File: src/rtl/byte_load_unit.sv
// Byte-fetch stage: reads one 16-bit word over a req/ack handshake and returns the addressed byte.
// Optional abort on a missing ack is enabled with `define LD_TIMEOUT_EN (limit set by TIMEOUT_CYC).
module byte_load_unit #(
    parameter int ADDR_W      = 16,
    parameter int TIMEOUT_CYC = 255
) (
    input  logic              clk,
    input  logic              rst_n,
    input  logic              ld_req,
    input  logic [ADDR_W-1:0] ld_addr,
    output logic              ld_busy,
    output logic              ld_done,
    output logic [7:0]        ld_byte,
    output logic              ld_err,
    output logic              mem_req,
    output logic [ADDR_W-2:0] mem_addr,
    input  logic              mem_ack,
    input  logic [15:0]       mem_rdata
);

    // Handshake: mem_req rises with the latched word address and both stay stable
    // until the first edge with mem_ack=1; acks outside REQ are ignored.
    typedef enum logic [1:0] {
        S_IDLE = 2'd0,
        S_REQ  = 2'd1,
        S_DONE = 2'd2
    } state_t;

    if (TIMEOUT_CYC < 1 || TIMEOUT_CYC > 65535) begin : g_bad_timeout
        $error("TIMEOUT_CYC out of range 1..65535");
    end

    state_t            state_q, state_d;
    logic              mem_req_q, mem_req_d;
    logic [ADDR_W-2:0] mem_addr_q, mem_addr_d;
    logic [7:0]        ld_byte_q, ld_byte_d;
    logic              ld_done_q, ld_done_d;
    logic              ld_err_q, ld_err_d;
    logic              ld_busy_q, ld_busy_d;
    logic              sel_q, sel_d;

`ifdef LD_TIMEOUT_EN
    localparam logic [15:0] TO_LAST = 16'(TIMEOUT_CYC - 1);
    logic [15:0] cnt_q, cnt_d;
`endif

    always_comb begin
        state_d    = state_q;
        mem_req_d  = mem_req_q;
        mem_addr_d = mem_addr_q;
        ld_byte_d  = ld_byte_q;
        sel_d      = sel_q;
        ld_done_d  = 1'b0;
        ld_err_d   = 1'b0;
`ifdef LD_TIMEOUT_EN
        cnt_d      = cnt_q;
`endif
        case (state_q)
            S_IDLE: begin
                if (ld_req) begin
                    mem_addr_d = ld_addr[ADDR_W-1:1];
                    sel_d      = ld_addr[0];
                    mem_req_d  = 1'b1;
                    state_d    = S_REQ;
`ifdef LD_TIMEOUT_EN
                    cnt_d      = 16'd0;
`endif
                end
            end
            S_REQ: begin
                // An ack on the limit edge still wins over the abort.
                if (mem_ack) begin
                    ld_byte_d = sel_q ? mem_rdata[15:8] : mem_rdata[7:0];
                    mem_req_d = 1'b0;
                    ld_done_d = 1'b1;
                    state_d   = S_DONE;
                end
`ifdef LD_TIMEOUT_EN
                else if (cnt_q == TO_LAST) begin
                    mem_req_d = 1'b0;
                    ld_done_d = 1'b1;
                    ld_err_d  = 1'b1;
                    state_d   = S_DONE;
                end else begin
                    cnt_d = cnt_q + 16'd1;
                end
`endif
            end
            S_DONE: begin
                state_d = S_IDLE;
            end
            default: begin
                state_d   = S_IDLE;
                mem_req_d = 1'b0;
            end
        endcase
        ld_busy_d = (state_d != S_IDLE);
    end

    always_ff @(posedge clk or negedge rst_n) begin
        if (!rst_n) begin
            state_q    <= S_IDLE;
            mem_req_q  <= 1'b0;
            mem_addr_q <= '0;
            ld_byte_q  <= 8'h00;
            ld_done_q  <= 1'b0;
            ld_err_q   <= 1'b0;
            ld_busy_q  <= 1'b0;
            sel_q      <= 1'b0;
`ifdef LD_TIMEOUT_EN
            cnt_q      <= 16'd0;
`endif
        end else begin
            state_q    <= state_d;
            mem_req_q  <= mem_req_d;
            mem_addr_q <= mem_addr_d;
            ld_byte_q  <= ld_byte_d;
            ld_done_q  <= ld_done_d;
            ld_err_q   <= ld_err_d;
            ld_busy_q  <= ld_busy_d;
            sel_q      <= sel_d;
`ifdef LD_TIMEOUT_EN
            cnt_q      <= cnt_d;
`endif
        end
    end

    assign ld_busy  = ld_busy_q;
    assign ld_done  = ld_done_q;
    assign ld_byte  = ld_byte_q;
    assign mem_req  = mem_req_q;
    assign mem_addr = mem_addr_q;

`ifdef LD_TIMEOUT_EN
    assign ld_err = ld_err_q;
`else
    logic unused_err;
    assign unused_err = ld_err_q;
    assign ld_err     = 1'b0;
`endif

endmodule
File: config.mk
export PLATFORM = sky130hd
export DESIGN_NAME = byte_load_unit
export DESIGN_NICKNAME = d
export VERILOG_FILES = /design/src/rtl/byte_load_unit.sv
export SDC_FILE = /design/constraint.sdc
export NUM_CORES = 1
export LEC_CHECK = 0
export ABC_CLOCK_PERIOD_IN_PS = 1700
export CAP_MARGIN = 20
export CORE_MARGIN = 2
export CORE_UTILIZATION = 39
export DETAILED_ROUTE_END_ITERATION = 10
export PLACE_DENSITY = 0.79
export SLEW_MARGIN = 25
export SYNTH_ARGS = -nofsm -noshare
export SYNTH_HDL_FRONTEND = slang
export SYNTH_SLANG_ARGS = --single-unit
File: constraint.sdc
create_clock -name clk -period 1.7 [get_ports clk]
set_clock_uncertainty 0.15 [all_clocks]
set_input_delay 0.34 -clock clk [delete_from_list [all_inputs] [get_ports clk]]
set_output_delay 0.34 -clock clk [all_outputs]
set_load 0.01 [all_outputs]
==> run metrics, run 1 <==
layout cells sized above 1 0.1923; drt wl/cell 14.29 um; CTS tree done; f_max 654.1 MHz; # diodes 0; crit share post-route 0.8993; Max Slew Vio Count 0; # port buffers 61; CP Capture Type flip-flop; CP Launch Point ld_req; DIE WIDTH 60.27 um; Syn. warnings 0; first-pass GRT wire length 4.443 mm; Vias 904; Leak 0.9583 nW; Area after DPL 1892 um2; Non-Filler Instances 200; count of cell types in the netlist 18; Rows 20; detailed placer's ending HPWL 2.179 mm; Setup Viol. Count Final 0; startpoint types input pin; initial antenna violation count 0; Worst-path clk slew 0.09 ns; final hold vios 0; clk sinks 29; reg2reg start state_q[0]; mapped cell area 1235 um2; Syn-to-layout area delta 57.45%; Worst Hold Class input pin to async pin; post-layout util 0.6421; post-route minimum period 1.529 ns; Crit Path Category input pin to flip-flop; Num CTS Buffers 5; crit path max fanout 16; Clock Root Buffer clkbuf_4; DP Cell Count 192; Die ar. 3632 um2; drt via density 4.520; Final WS setup 0.1712 ns; RSZ-0062 raised after global routing false; Critical Path AT 1.58 ns; largest net degree at the start of global routing 30; Starting DRT DRC Count 15; core area 3028 um2; syn nets 124; Req. time, crit path 1.75 ns; number of global-route vias before repair 980; dpl ws -0.1623 ns; fin area 1944 um2; # DRC 0; gr usage total 0.1722; H-tree depth 2; status finished, final reports clean; Mapped Avg Cell Area 14.03 um2; Routed WL 2.858 mm; hold slack 0.2601 ns; nets 191; Initial Util 0.4079; io pins 63; Max Cap Viol 0; Antenna Nets Post-Route 0; Seq cells post-synth 29; die height 60.27 um; Syn Inst Count 88; Power per Cell Area 1365 nW/um2; Clk Latency, worst-skew pair 0.31 ns; maximum VDD drop 0.0006219 V; first-pass detailed-route iteration total 3; Overflow after GRT 0; GPL Wtd Cong 0.7038; Clock Tree Buf Depth 2; Seq/Total Area, Yosys 0.5876
sequential cells by signal, summed over array words and instances, names as in the netlist:
name,count
ld_busy,1
mem_req,1
state_q,2
sel_q,1
ld_done,1
mem_addr,15
ld_byte,8
per-stage QoR:
stage	total power [mW]	TNS, ns
final	2.653	0
after global routing	2.834	0
after CTS	2.704	0
after detailed placement	2.399	-2.056
after global placement	2.347	-1.741
after floorplan	1.703	0
final cells by class:
cell class                      count  area, um2
Clock buffer                        7      65.06
Multi-Input combinational cell     52      454.2
Inverter                            3      11.26
Tap cell                           44      55.05
Timing Repair Buffer               64      628.1
Sequential cell                    29      725.7
Clock inverter                      1      5.005
Fill cell                         242       1084
timing repair:
action	CTS	global route
pin swaps	0	0
gates cloned	0	0
gates resized for setup	22	4
setup endpoints to repair	22	4
buffers inserted	0	0
hold buffers	0	0
logic make-up (layout without fill, tap and decap cells):
logic type / count (synthesis) / count (layout) / share of synthesized area
buffers and inverters: 7 / 75 / 0.04458
and+or+nand+nor: 16 / 16 / 0.07902
other: 1 / 1 / 0.003037
muxes: 24 / 24 / 0.2411
AOI/OAI and AO/OA: 11 / 11 / 0.04458
DFF: 29 / 29 / 0.5876
worst paths after layout:
kind                                to  slack, ns  cells past startpoint
max                        mem_addr[3]       0.17                      5
max in group asynchronous   ld_byte[5]       0.87                      2
max reg2reg                mem_addr[3]       0.20                      4
min reg2reg                 ld_byte[5]       0.33                      2
min                        mem_addr[5]       0.26                      2
min in group clk            ld_byte[5]       0.33                      2
cells in the mapped netlist:
| master | number | area, um2 |
|---|---|---|
| a21oi_1 | 2 | 10.01 |
| buf_12 | 1 | 20.02 |
| buf_4 | 1 | 7.510 |
| buf_6 | 1 | 11.26 |
| clkbuf_2 | 1 | 5.000 |
| conb_1 | 1 | 3.750 |
| dfrtp_1 | 29 | 725.7 |
| inv_1 | 3 | 11.26 |
| mux2_2 | 6 | 67.56 |
| mux2_4 | 10 | 150.1 |
| mux2i_1 | 8 | 80.08 |
| nand2_1 | 9 | 33.78 |
| nand2b_4 | 1 | 13.76 |
| nand3b_2 | 1 | 11.26 |
| nor2_1 | 3 | 11.26 |
| nor2_8 | 1 | 20.02 |
| o21ai_0 | 9 | 45.04 |
| or2b_1 | 1 | 7.510 |
power breakdown:
group          internal [mW]  switching [mW]
combinational          0.627           0.427
sequential             0.957           0.180
clock                  0.240           0.222
cell usage in the layout (no fill, tap or decap), types with 2 or more instances in the layout:
cell,Yosys,final
nor2_1,3,3
clkbuf_8,0,2
mux2_2,6,6
nand2_1,9,9
dlymetal6s2s_1,0,4
dfrtp_1,29,29
inv_1,3,3
o21ai_0,9,9
buf_4,1,2
dlygate4sd2_1,0,22
clkbuf_4,0,5
clkdlybuf4s50_1,0,35
mux2_4,10,10
a21oi_1,2,2
mux2i_1,8,8
layer usage:
layer / share of wire / track usage / vias up
met5: 0 / 0 / -
met4: 0.0094 / 0.08571 / 0
met3: 0.080 / 0.03680 / 2
met2: 0.52 / 0.2981 / 40
met1: 0.39 / 0.1992 / 430
li1: - / - / 432
worst max-delay path, stage by stage:
cell and delay, ns:
clkdlybuf4s50_1 0.53, nand2b_4 0.09, nor2_8 0.09, buf_12 0.17, mux2_2 0.35
Power figures use the tool's default switching activity.
==> run 2: changes to the inputs <==
--- a/config.mk
+++ b/config.mk
@@ -10,8 +10,10 @@
 export CORE_MARGIN = 2
 export CORE_UTILIZATION = 39
 export DETAILED_ROUTE_END_ITERATION = 10
+export HOLD_SLACK_MARGIN = 0.03
 export PLACE_DENSITY = 0.79
 export SLEW_MARGIN = 25
 export SYNTH_ARGS = -nofsm -noshare
 export SYNTH_HDL_FRONTEND = slang
 export SYNTH_SLANG_ARGS = --single-unit
+export TNS_END_PERCENT = 50
==> results of run 2 <==
The final DEF is identical to that of run 1; final timing and power are the same.
==> run 3: changes to the inputs <==
--- a/config.mk
+++ b/config.mk
@@ -7,7 +7,6 @@
 export LEC_CHECK = 0
 export ABC_CLOCK_PERIOD_IN_PS = 1700
 export CAP_MARGIN = 20
-export CORE_MARGIN = 2
 export CORE_UTILIZATION = 39
 export DETAILED_ROUTE_END_ITERATION = 10
 export HOLD_SLACK_MARGIN = 0.03
==> run metrics, run 3 (same netlist as run 1, synthesis figures left out) <==
core area 3028 um2 (unchanged); RSZ-0062 raised after global routing false; first-pass GRT wire length 3.891 mm (-12%); startpoint types flip-flop; slowest stage cell, crit path dfrtp_1; number of global-route vias before repair 879 (-10%); post-route minimum period 1.499 ns (-0.02992 ns); Req. time, crit path 1.21 ns (-0.54 ns); f_max 667.2 MHz (+2.0%); Hold-fix buffers, CTS 0 (unchanged); reg2reg start state_q[0]; Clk Latency, worst-skew pair 0.32 ns (about the same); FF-to-FF End mem_addr[14]; Worst Hold Class input pin to async pin; crit-path cells dlygate4sd2_1; Crit Path Category flip-flop to primary output; Clock Tree Buf Depth 2 (unchanged); drt via density 4.455 (-1.4%); gr usage total 0.1637 (-0.008580); reg2reg path depth 4 (unchanged); Power per Cell Area 1357 nW/um2 (-0.60%); worst reg-to-reg setup slack 0.24 ns (+0.04 ns); DP Cell Count 194 (+1.0%); WP buf/inv 1 (-1); CTS tree done; Setup Viol. Count Final 0 (unchanged); Antenna Nets Post-Route 0 (unchanged); Syn-to-layout area delta 57.45% (unchanged); Vias 900 (-0.44%); commonest non-fill, non-tap cell in the layout clkdlybuf4s50_1; fillcell total 260 (+7.4%); Max Cap Viol 0 (unchanged); Multi-input gate area 454.2 um2 (unchanged); postcts setup bufs 0 (unchanged); max reg flops 15 (unchanged); clk sinks 29 (unchanged); crit path max fanout 3 (-13); Worst-path clk slew 0.09 ns (about the same); Starting DRT DRC Count 22 (+7); CP Capture Type primary output; status finished, final reports clean; layout cells sized above 1 0.2025 (+0.01022); Critical Path AT 1.01 ns (-0.57 ns); # DRC 0 (unchanged); Non-Filler Instances 202 (+1.0%); # port buffers 61 (unchanged); sequential standard cell area 725.7 um2 (unchanged); Rows 20 (unchanged); largest net degree at the start of global routing 30 (unchanged); Worst path max stage delay 0.39 ns (-0.14 ns); Num CTS Buffers 5 (unchanged); Overflow after GRT 0 (unchanged); first-pass detailed-route iteration total 4 (+1); # diodes 0 (unchanged); Die ar. 3395 um2 (-6.5%); H-tree depth 2 (unchanged); final hold vios 0 (unchanged); Routed WL 2.474 mm (-13%); io pins 63 (unchanged); drt wl/cell 12.25 um (-14%); Max Slew Vio Count 0 (unchanged); Setup Total Neg Slack 0 ns (unchanged); Initial Util 0.4079 (unchanged); Leak 0.9341 nW (-2.5%); die height 58.27 um (-3.3%); maximum VDD drop 0.0006213 V (-0.10%); most frequent cells in the layout 35 x clkdlybuf4s50_1, 29 x dfrtp_1, 26 x dlygate4sd2_1; DIE WIDTH 58.27 um (-3.3%); CP delay by family, top flip-flops; Clock Root Buffer clkbuf_4; crit share post-route 0.8817 (-0.01760); nets 193 (+1.0%); GPL Wtd Cong 0.7362 (+4.6%); initial antenna violation count 0 (unchanged)
## run 3: cell types whose count changed in the layout (fill, tap and decap cells not counted), sizes merged
cell          change
dlygate4sd2       +4
dlymetal6s2s      -4
buf               +2
## run 3: repair_timing
action                                 4_1_cts  5_1_grt
endpoints found under the hold margin        0        0
gates resized for setup                     26        0
setup endpoints to repair                   26        0
## run 3: through the flow
stage	util	power [mW]	worst slack, ns	instance area, um2	hold WS [ns]
finish	0.6421	2.638	0.2012	1944	0.2381
detailed placement	0.6298	2.389	-0.1196	1907	0.3205
CTS	0.6421	2.678	0.1738	1944	0.2371
global placement	0.6298	2.356	-0.09019	1907	0.3148
global route	0.6421	2.818	0.1079	1944	0.2492
floorplan	-	1.703	0.2832	1235	-0.1056
## run 3: power by group
group / switching [mW] / total, mW / internal (mW)
Combinational: 0.411 / 1.04 / 0.625
Sequential: 0.177 / 1.13 / 0.957
Clock: 0.228 / 0.467 / 0.239
Total: 0.816 / 2.64 / 1.82
## run 3: area by class of cell
class / count / share of cell area
Sequential cell: 29 / 0.3732
Timing Repair Buffer: 66 / 0.3230
Multi-Input combinational cell: 52 / 0.2336
Clock buffer: 7 / 0.03346
Tap cell: 44 / 0.02831
Inverter: 3 / 0.005792
Clock inverter: 1 / 0.002574
## run 3: layer usage
| metal | part of all wire | up-vias | GRT usage |
|---|---|---|---|
| li1 | - | 437 | - |
| met1 | 0.42 | 413 | 0.1772 |
| met2 | 0.47 | 45 | 0.2611 |
| met3 | 0.089 | 5 | 0.06027 |
| met4 | 0.025 | 0 | 0.1224 |
| met5 | 0 | - | 0 |
## run 3: worst max path at each step
| stage | from | to | slack, ns | cells after the start |
|---|---|---|---|---|
| floorplan | state_q[0] | mem_addr[10] | 0.28 | 4 |
| global placement | ld_req | mem_addr[1] | -0.09 | 5 |
| detailed placement | ld_req | mem_addr[14] | -0.12 | 5 |
| CTS | mem_req | mem_req | 0.17 | 1 |
| global route | state_q[1] | ld_byte[4] | 0.11 | 3 |
| finish | mem_req | mem_req | 0.20 | 1 |
